## src/rtl/branch_resolve_pkg.sv

```systemverilog
// Shared definitions for the branch resolution unit: funct3 encodings,
// flush FSM states, predictor counter reset value and the taken decode.
package branch_resolve_pkg;

    localparam logic [2:0] F3_BEQ  = 3'b000;
    localparam logic [2:0] F3_BNE  = 3'b001;
    localparam logic [2:0] F3_RSV0 = 3'b010;
    localparam logic [2:0] F3_RSV1 = 3'b011;
    localparam logic [2:0] F3_BLT  = 3'b100;
    localparam logic [2:0] F3_BGE  = 3'b101;
    localparam logic [2:0] F3_BLTU = 3'b110;
    localparam logic [2:0] F3_BGEU = 3'b111;

    localparam logic [1:0] BHT_CTR_RESET = 2'b01;

    typedef enum logic [1:0] {
        IDLE   = 2'd0,
        FLUSH1 = 2'd1,
        FLUSH2 = 2'd2
    } state_e;

    // Signed and unsigned variants share the blt input; brun picks the compare.
    function automatic logic br_taken(input logic [2:0] f3, input logic beq, input logic blt);
        logic t;
        t = 1'b0;
        case (f3)
            F3_BEQ:           t = beq;
            F3_BNE:           t = !beq;
            F3_BLT, F3_BLTU:  t = blt;
            F3_BGE, F3_BGEU:  t = !blt;
            default:          t = 1'b0;
        endcase
        return t;
    endfunction

    function automatic logic br_reserved(input logic [2:0] f3);
        return (f3 == F3_RSV0) || (f3 == F3_RSV1);
    endfunction

endpackage

```

## src/rtl/branch_bht.sv

```systemverilog
// Table of 2-bit saturating predictor counters, combinational lookup and
// synchronous update; a lookup sees the value before any same-cycle update.
module branch_bht
    import branch_resolve_pkg::*;
#(
    parameter int ENTRIES = 16
) (
    input  logic        clk_i,
    input  logic        rst_i,
    input  logic [31:0] lookup_pc_i,
    output logic        pred_o,
    input  logic        upd_en_i,
    input  logic [31:0] upd_pc_i,
    input  logic        upd_taken_i
);

    localparam int IDX_W = $clog2(ENTRIES);

    logic [1:0]       ctr_q [ENTRIES];
    logic [IDX_W-1:0] lookup_idx;
    logic [IDX_W-1:0] upd_idx;
    logic             unused_pc_bits;

    assign lookup_idx     = lookup_pc_i[IDX_W+1:2];
    assign upd_idx        = upd_pc_i[IDX_W+1:2];
    assign pred_o         = ctr_q[lookup_idx][1];
    assign unused_pc_bits = ^{lookup_pc_i[31:IDX_W+2], lookup_pc_i[1:0],
                              upd_pc_i[31:IDX_W+2], upd_pc_i[1:0]};

    always_ff @(posedge clk_i) begin
        if (rst_i) begin
            for (int i = 0; i < ENTRIES; i++) begin
                ctr_q[i] <= BHT_CTR_RESET;
            end
        end else if (upd_en_i) begin
            if (upd_taken_i && ctr_q[upd_idx] != 2'd3) begin
                ctr_q[upd_idx] <= ctr_q[upd_idx] + 2'd1;
            end else if (!upd_taken_i && ctr_q[upd_idx] != 2'd0) begin
                ctr_q[upd_idx] <= ctr_q[upd_idx] - 2'd1;
            end
        end
    end

endmodule

```

## src/rtl/branch_resolve.sv

```systemverilog
// EX-stage branch resolution: redirect on mispredict, two-cycle IF/ID flush,
// statistics. Define BRANCH_BHT_EN to add the 2-bit counter predictor.
module branch_resolve
    import branch_resolve_pkg::*;
#(
    parameter int BHT_ENTRIES = 16
) (
    input  logic        clk,
    input  logic        rst,
    input  logic        ex_valid,
    input  logic        ex_is_jump,
    input  logic [2:0]  funct3,
    input  logic        beq,
    input  logic        blt,
    input  logic [31:0] ex_pc,
    input  logic [31:0] target,
    input  logic        pred_taken,
    input  logic [31:0] fetch_pc,
    output logic        brun,
    output logic        pred_out,
    output logic        pc_sel,
    output logic [31:0] redirect_pc,
    output logic        flush,
    output logic        illegal_br,
    output logic [31:0] taken_cnt,
    output logic [31:0] mispred_cnt
);

    state_e      state_q;
    logic        pc_sel_q;
    logic        flush_q;
    logic        illegal_q;
    logic [31:0] redirect_q;
    logic [31:0] redirect_d;
    logic [31:0] taken_cnt_q;
    logic [31:0] mispred_cnt_q;

    logic resolve;
    logic taken;
    logic mispredict;

    // Instructions arriving while a flush is in progress are already squashed.
    assign resolve    = ex_valid && (state_q == IDLE);
    assign taken      = ex_is_jump || br_taken(funct3, beq, blt);
    assign mispredict = resolve && (taken != pred_taken);
    assign redirect_d = taken ? target : ex_pc + 32'd4;

    assign brun        = funct3[1];
    assign pc_sel      = pc_sel_q;
    assign flush       = flush_q;
    assign illegal_br  = illegal_q;
    assign redirect_pc = redirect_q;
    assign taken_cnt   = taken_cnt_q;
    assign mispred_cnt = mispred_cnt_q;

    always_ff @(posedge clk) begin
        if (rst) begin
            state_q       <= IDLE;
            pc_sel_q      <= 1'b0;
            flush_q       <= 1'b0;
            illegal_q     <= 1'b0;
            redirect_q    <= 32'd0;
            taken_cnt_q   <= 32'd0;
            mispred_cnt_q <= 32'd0;
        end else begin
            pc_sel_q  <= 1'b0;
            illegal_q <= 1'b0;
            case (state_q)
                IDLE: begin
                    flush_q <= 1'b0;
                    if (resolve) begin
                        illegal_q <= !ex_is_jump && br_reserved(funct3);
                        if (taken) begin
                            taken_cnt_q <= taken_cnt_q + 32'd1;
                        end
                        if (mispredict) begin
                            pc_sel_q      <= 1'b1;
                            redirect_q    <= redirect_d;
                            mispred_cnt_q <= mispred_cnt_q + 32'd1;
                            state_q       <= FLUSH1;
                            flush_q       <= 1'b1;
                        end
                    end
                end
                FLUSH1: begin
                    state_q <= FLUSH2;
                    flush_q <= 1'b1;
                end
                FLUSH2: begin
                    state_q <= IDLE;
                    flush_q <= 1'b0;
                end
                default: begin
                    state_q <= IDLE;
                    flush_q <= 1'b0;
                end
            endcase
        end
    end

`ifdef BRANCH_BHT_EN
    branch_bht #(
        .ENTRIES (BHT_ENTRIES)
    ) u_bht (
        .clk_i       (clk),
        .rst_i       (rst),
        .lookup_pc_i (fetch_pc),
        .pred_o      (pred_out),
        .upd_en_i    (resolve && !ex_is_jump),
        .upd_pc_i    (ex_pc),
        .upd_taken_i (taken)
    );
`else
    logic unused_cfg;
    assign pred_out   = 1'b0;
    assign unused_cfg = ^{fetch_pc, 32'(BHT_ENTRIES)};
`endif

endmodule

```

## config.mk

```make
export PLATFORM = sky130hd
export DESIGN_NAME = branch_resolve
export DESIGN_NICKNAME = d
export VERILOG_FILES = /design/src/rtl/branch_resolve_pkg.sv /design/src/rtl/branch_bht.sv /design/src/rtl/branch_resolve.sv
export SDC_FILE = /design/constraint.sdc
export NUM_CORES = 1
export LEC_CHECK = 0
export ABC_AREA = 0
export BUFFER_PORTS_ARGS = -buffer_cell sky130_fd_sc_hd__buf_2
export CELL_PAD_IN_SITES_DETAIL_PLACEMENT = 1
export CELL_PAD_IN_SITES_GLOBAL_PLACEMENT = 2
export CORE_UTILIZATION = 27
export CTS_CLUSTER_DIAMETER = 80
export DETAILED_ROUTE_END_ITERATION = 10
export PLACE_DENSITY_LB_ADDON = 0.1
export SLEW_MARGIN = 20
export SYNTH_ARGS = -nofsm -noshare
export SYNTH_HDL_FRONTEND = slang
export SYNTH_SLANG_ARGS = --single-unit
```

## constraint.sdc

```tcl
create_clock -name clk -period 2.7 [get_ports clk]
set_input_delay 0.54 -clock clk [delete_from_list [all_inputs] [get_ports clk]]
set_output_delay 0.54 -clock clk [all_outputs]
set_load 0.05 [all_outputs]
```

==> impl_metrics.py <==
metrics = {
    "clock_network": {
        "htreeDepth": 3,
        "cts.clk_slew.worst_paths_ps": 80,
        "holdBufCountCts": 0,
        "tritoncts": "done",
        "cts_setup_buffers": 0,
        "ctsResizeCount": 0,
        "clock-sinks": 101,
        "clk_path_buf_depth": 2,
        "clkLatencyLatePin_ps": 360,
        "cts_made_buffers": 9,
        "cts-root-buf": "clkbuf_16",
    },
    "detailed_routing": {
        "antenna_left": 0,
        "via_per_inst": 5.37,
        "drt-total-wl_um": 20100,
        "drt_pass1_iterations": 4,
        "drt-initial-drc-count": 263,
        "route.detailed.drc": 0,
        "wire_per_inst_um": 18.6,
        "vias": 5822,
    },
    "sta": {
        "post-route-period-util": 0.887,
        "period_needed_ps": 2400,
        "fin_setup_tns_ps": 0,
        "fin_skew_ps": 16.1,
        "slew_violations": 0,
        "tightest_slew_ps": 683,
        "rsz0062_at_grt": "false",
        "clock.fmax_mhz": 417,
        "finalSetupViolations": 0,
        "finalWorstSetupSlack_ps": 304,
        "hold_violations": 0,
        "slew_headroom": 0.543,
    },
    "job": {
        "maxCapViolCount": 0,
    },
    "power_and_ir_drop": {
        "p_switching_w": 0.00113,
        "combPwrFrac": 0.175,
        "p_int_w": 0.00256,
        "p_leak_nw": 2.69,
        "seq_power_share": 0.424,
        "power_per_cell_area_nw_per_um2": 529,
        "power_w": 0.00369,
        "clock_power_share": 0.401,
        "ir_drop_mv": 0.285,
        "switching_share": 0.307,
    },
    "finish": {
        "drive_gt1_frac": 0.278,
        "antenna_cells": 0,
        "num-fill-cells": 2412,
        "layout_commonest_cell": "buf_2",
        "area_delta_synth_final_pct": 28.8,
        "mostFrequentLayoutCells": "buf_2, dfxtp_1, a21oi_1",
        "nets": 924,
        "utilization": 0.356,
    },
    "critical_path": {
        "cp.required_ps": 2980,
        "cp_slowest_stage_delay_ps": 550,
        "cp_max_fo": 12,
        "cpLargestDelayFamily": "simple AND/OR/NAND/NOR gates",
        "cp.buffers_inverters": 0,
        "startpoint_type": "register",
        "path_cells": "nand4_2 > or3_1 > or3_4 > or4_1 > a21oi_1",
        "arrival_ps": 2680,
        "critPathKind": "register to register",
        "slowest_stage": "or3_1",
        "cp-end-kind": "register",
    },
    "yosys": {
        "syn_inst": 650,
        "netlist-cell-type-count": 60,
        "async_flop_share": 0,
        "synth_nets": 759,
        "syn_area_per_cell_um2": 8.34,
        "synth_edf_count": 0,
        "seq_area_frac_synth": 0.373,
        "synthFlopType": "dfxtp_1",
        "yosysWarnings": 0,
        "syn-cell-area_um2": 5420,
        "yosys_register_bits": 101,
    },
    "die": {
        "fp.dieW_um": 144,
        "die_area_um2": 20600,
        "num_io_pins": 207,
        "rows": 51,
        "die_h_um": 144,
        "core-area_um2": 19600,
        "initial_core_util": 0.277,
    },
    "place": {
        "place.gp.congestion": 0.802,
        "post-place-ws_ps": 47.6,
        "io_buffers": 173,
        "dpl.hpwl_um": 15300,
    },
    "status": {
        "outcome": "finished, final reports clean",
    },
    "global_routing": {
        "first_global_vias": 5907,
        "grt_pass1_wl_um": 31500,
        "grt_max_degree": 46,
        "grt-ovfl-total": 0,
        "antenna_found_initial": 1,
        "grt_use_total": 0.196,
    },
    "min_path": {
        "hold_path_class": "input port to register",
    },
}
-- layer usage --
layer / vias up / GRT usage / share of wire
met3: 12 / 0.0380 / 0.056
li1: 2824 / - / -
met5: - / 0 / 0
met2: 134 / 0.327 / 0.47
met4: 0 / 0.0515 / 0.0089
met1: 2852 / 0.259 / 0.47
-- per-stage QoR --
stage	cells	instance area [µm²]	hold WS (ps)
finish	1085	6980	456
global route	1085	6980	473
CTS	1085	6980	448
detailed placement	1069	6650	446
global placement	1069	6650	442
floorplan	650	5420	422
-- power groups by stage --
stage	registers [W]	logic (W)	clock network, W
finish	0.00156	0.000646	0.00148
global route	0.00157	0.000695	0.00157
CTS	0.00157	0.000653	0.00152
detailed placement	0.00160	0.000651	0
global placement	0.00160	0.000641	0
floorplan	0.00175	0.000244	0
-- cell families (layout without fill, tap and decap cells) --
group,count (synthesis),after routing,share of synthesized area
adders and majority gates,3,3,0.00692
muxes,5,5,0.00923
and+or+nand+nor,282,282,0.303
other,1,1,0.000692
AOI/OAI and AO/OA,160,160,0.197
DFF,101,101,0.373
buffers and inverters,56,226,0.0420
xor gates and xnor gates,42,42,0.0679
-- path summary, 6_finish.rpt --
kind	cells after the start	to	from	slack (ps)
hold / removal	3	redirect_pc[10]	target[10]	460
setup reg to reg	5	taken_cnt[27]	taken_cnt[3]	300
setup / recovery	5	taken_cnt[27]	taken_cnt[3]	300
hold reg to reg	1	redirect_pc[18]	redirect_pc[18]	470
-- registers in the layout, summed over array words and instances, names as in the netlist --
name and count:
taken_cnt 32, illegal_br 1, state_q 2, pc_sel 1, mispred_cnt 32, flush 1, redirect_pc 32
-- synthesized netlist by cell type, types with 22 or more instances --
cell,instances,share of area
or4_1,30,0.042
xnor2_1,32,0.052
a21oi_1,50,0.046
o21ai_0,22,0.020
dfxtp_1,101,0.37
nand2_1,35,0.024
nand3_1,34,0.031
o31ai_1,31,0.043
nor3_1,24,0.022
nand4_1,32,0.037
clkbuf_1,33,0.023
nor2_1,36,0.025
-- cell type report --
class	instances	area (µm²)	share of cell area
clock buffer	9	225	0.0323
clock inverter	7	105	0.0151
inverter	14	52.6	0.00753
multi-input combinational	493	3190	0.458
sequential	101	2020	0.290
tap	265	332	0.0475
timing repair buffer	196	1050	0.151
-- tightest hold or removal path, delay by kind of cell --
| family | cells | cell delay, ps |
|---|---|---|
| AND/OR/NAND/NOR | 1 | 80 |
| AO/OA/AOI/OAI | 1 | 80 |
| buffers and inverters | 1 | 80 |
(Power assumes the default switching activity.)
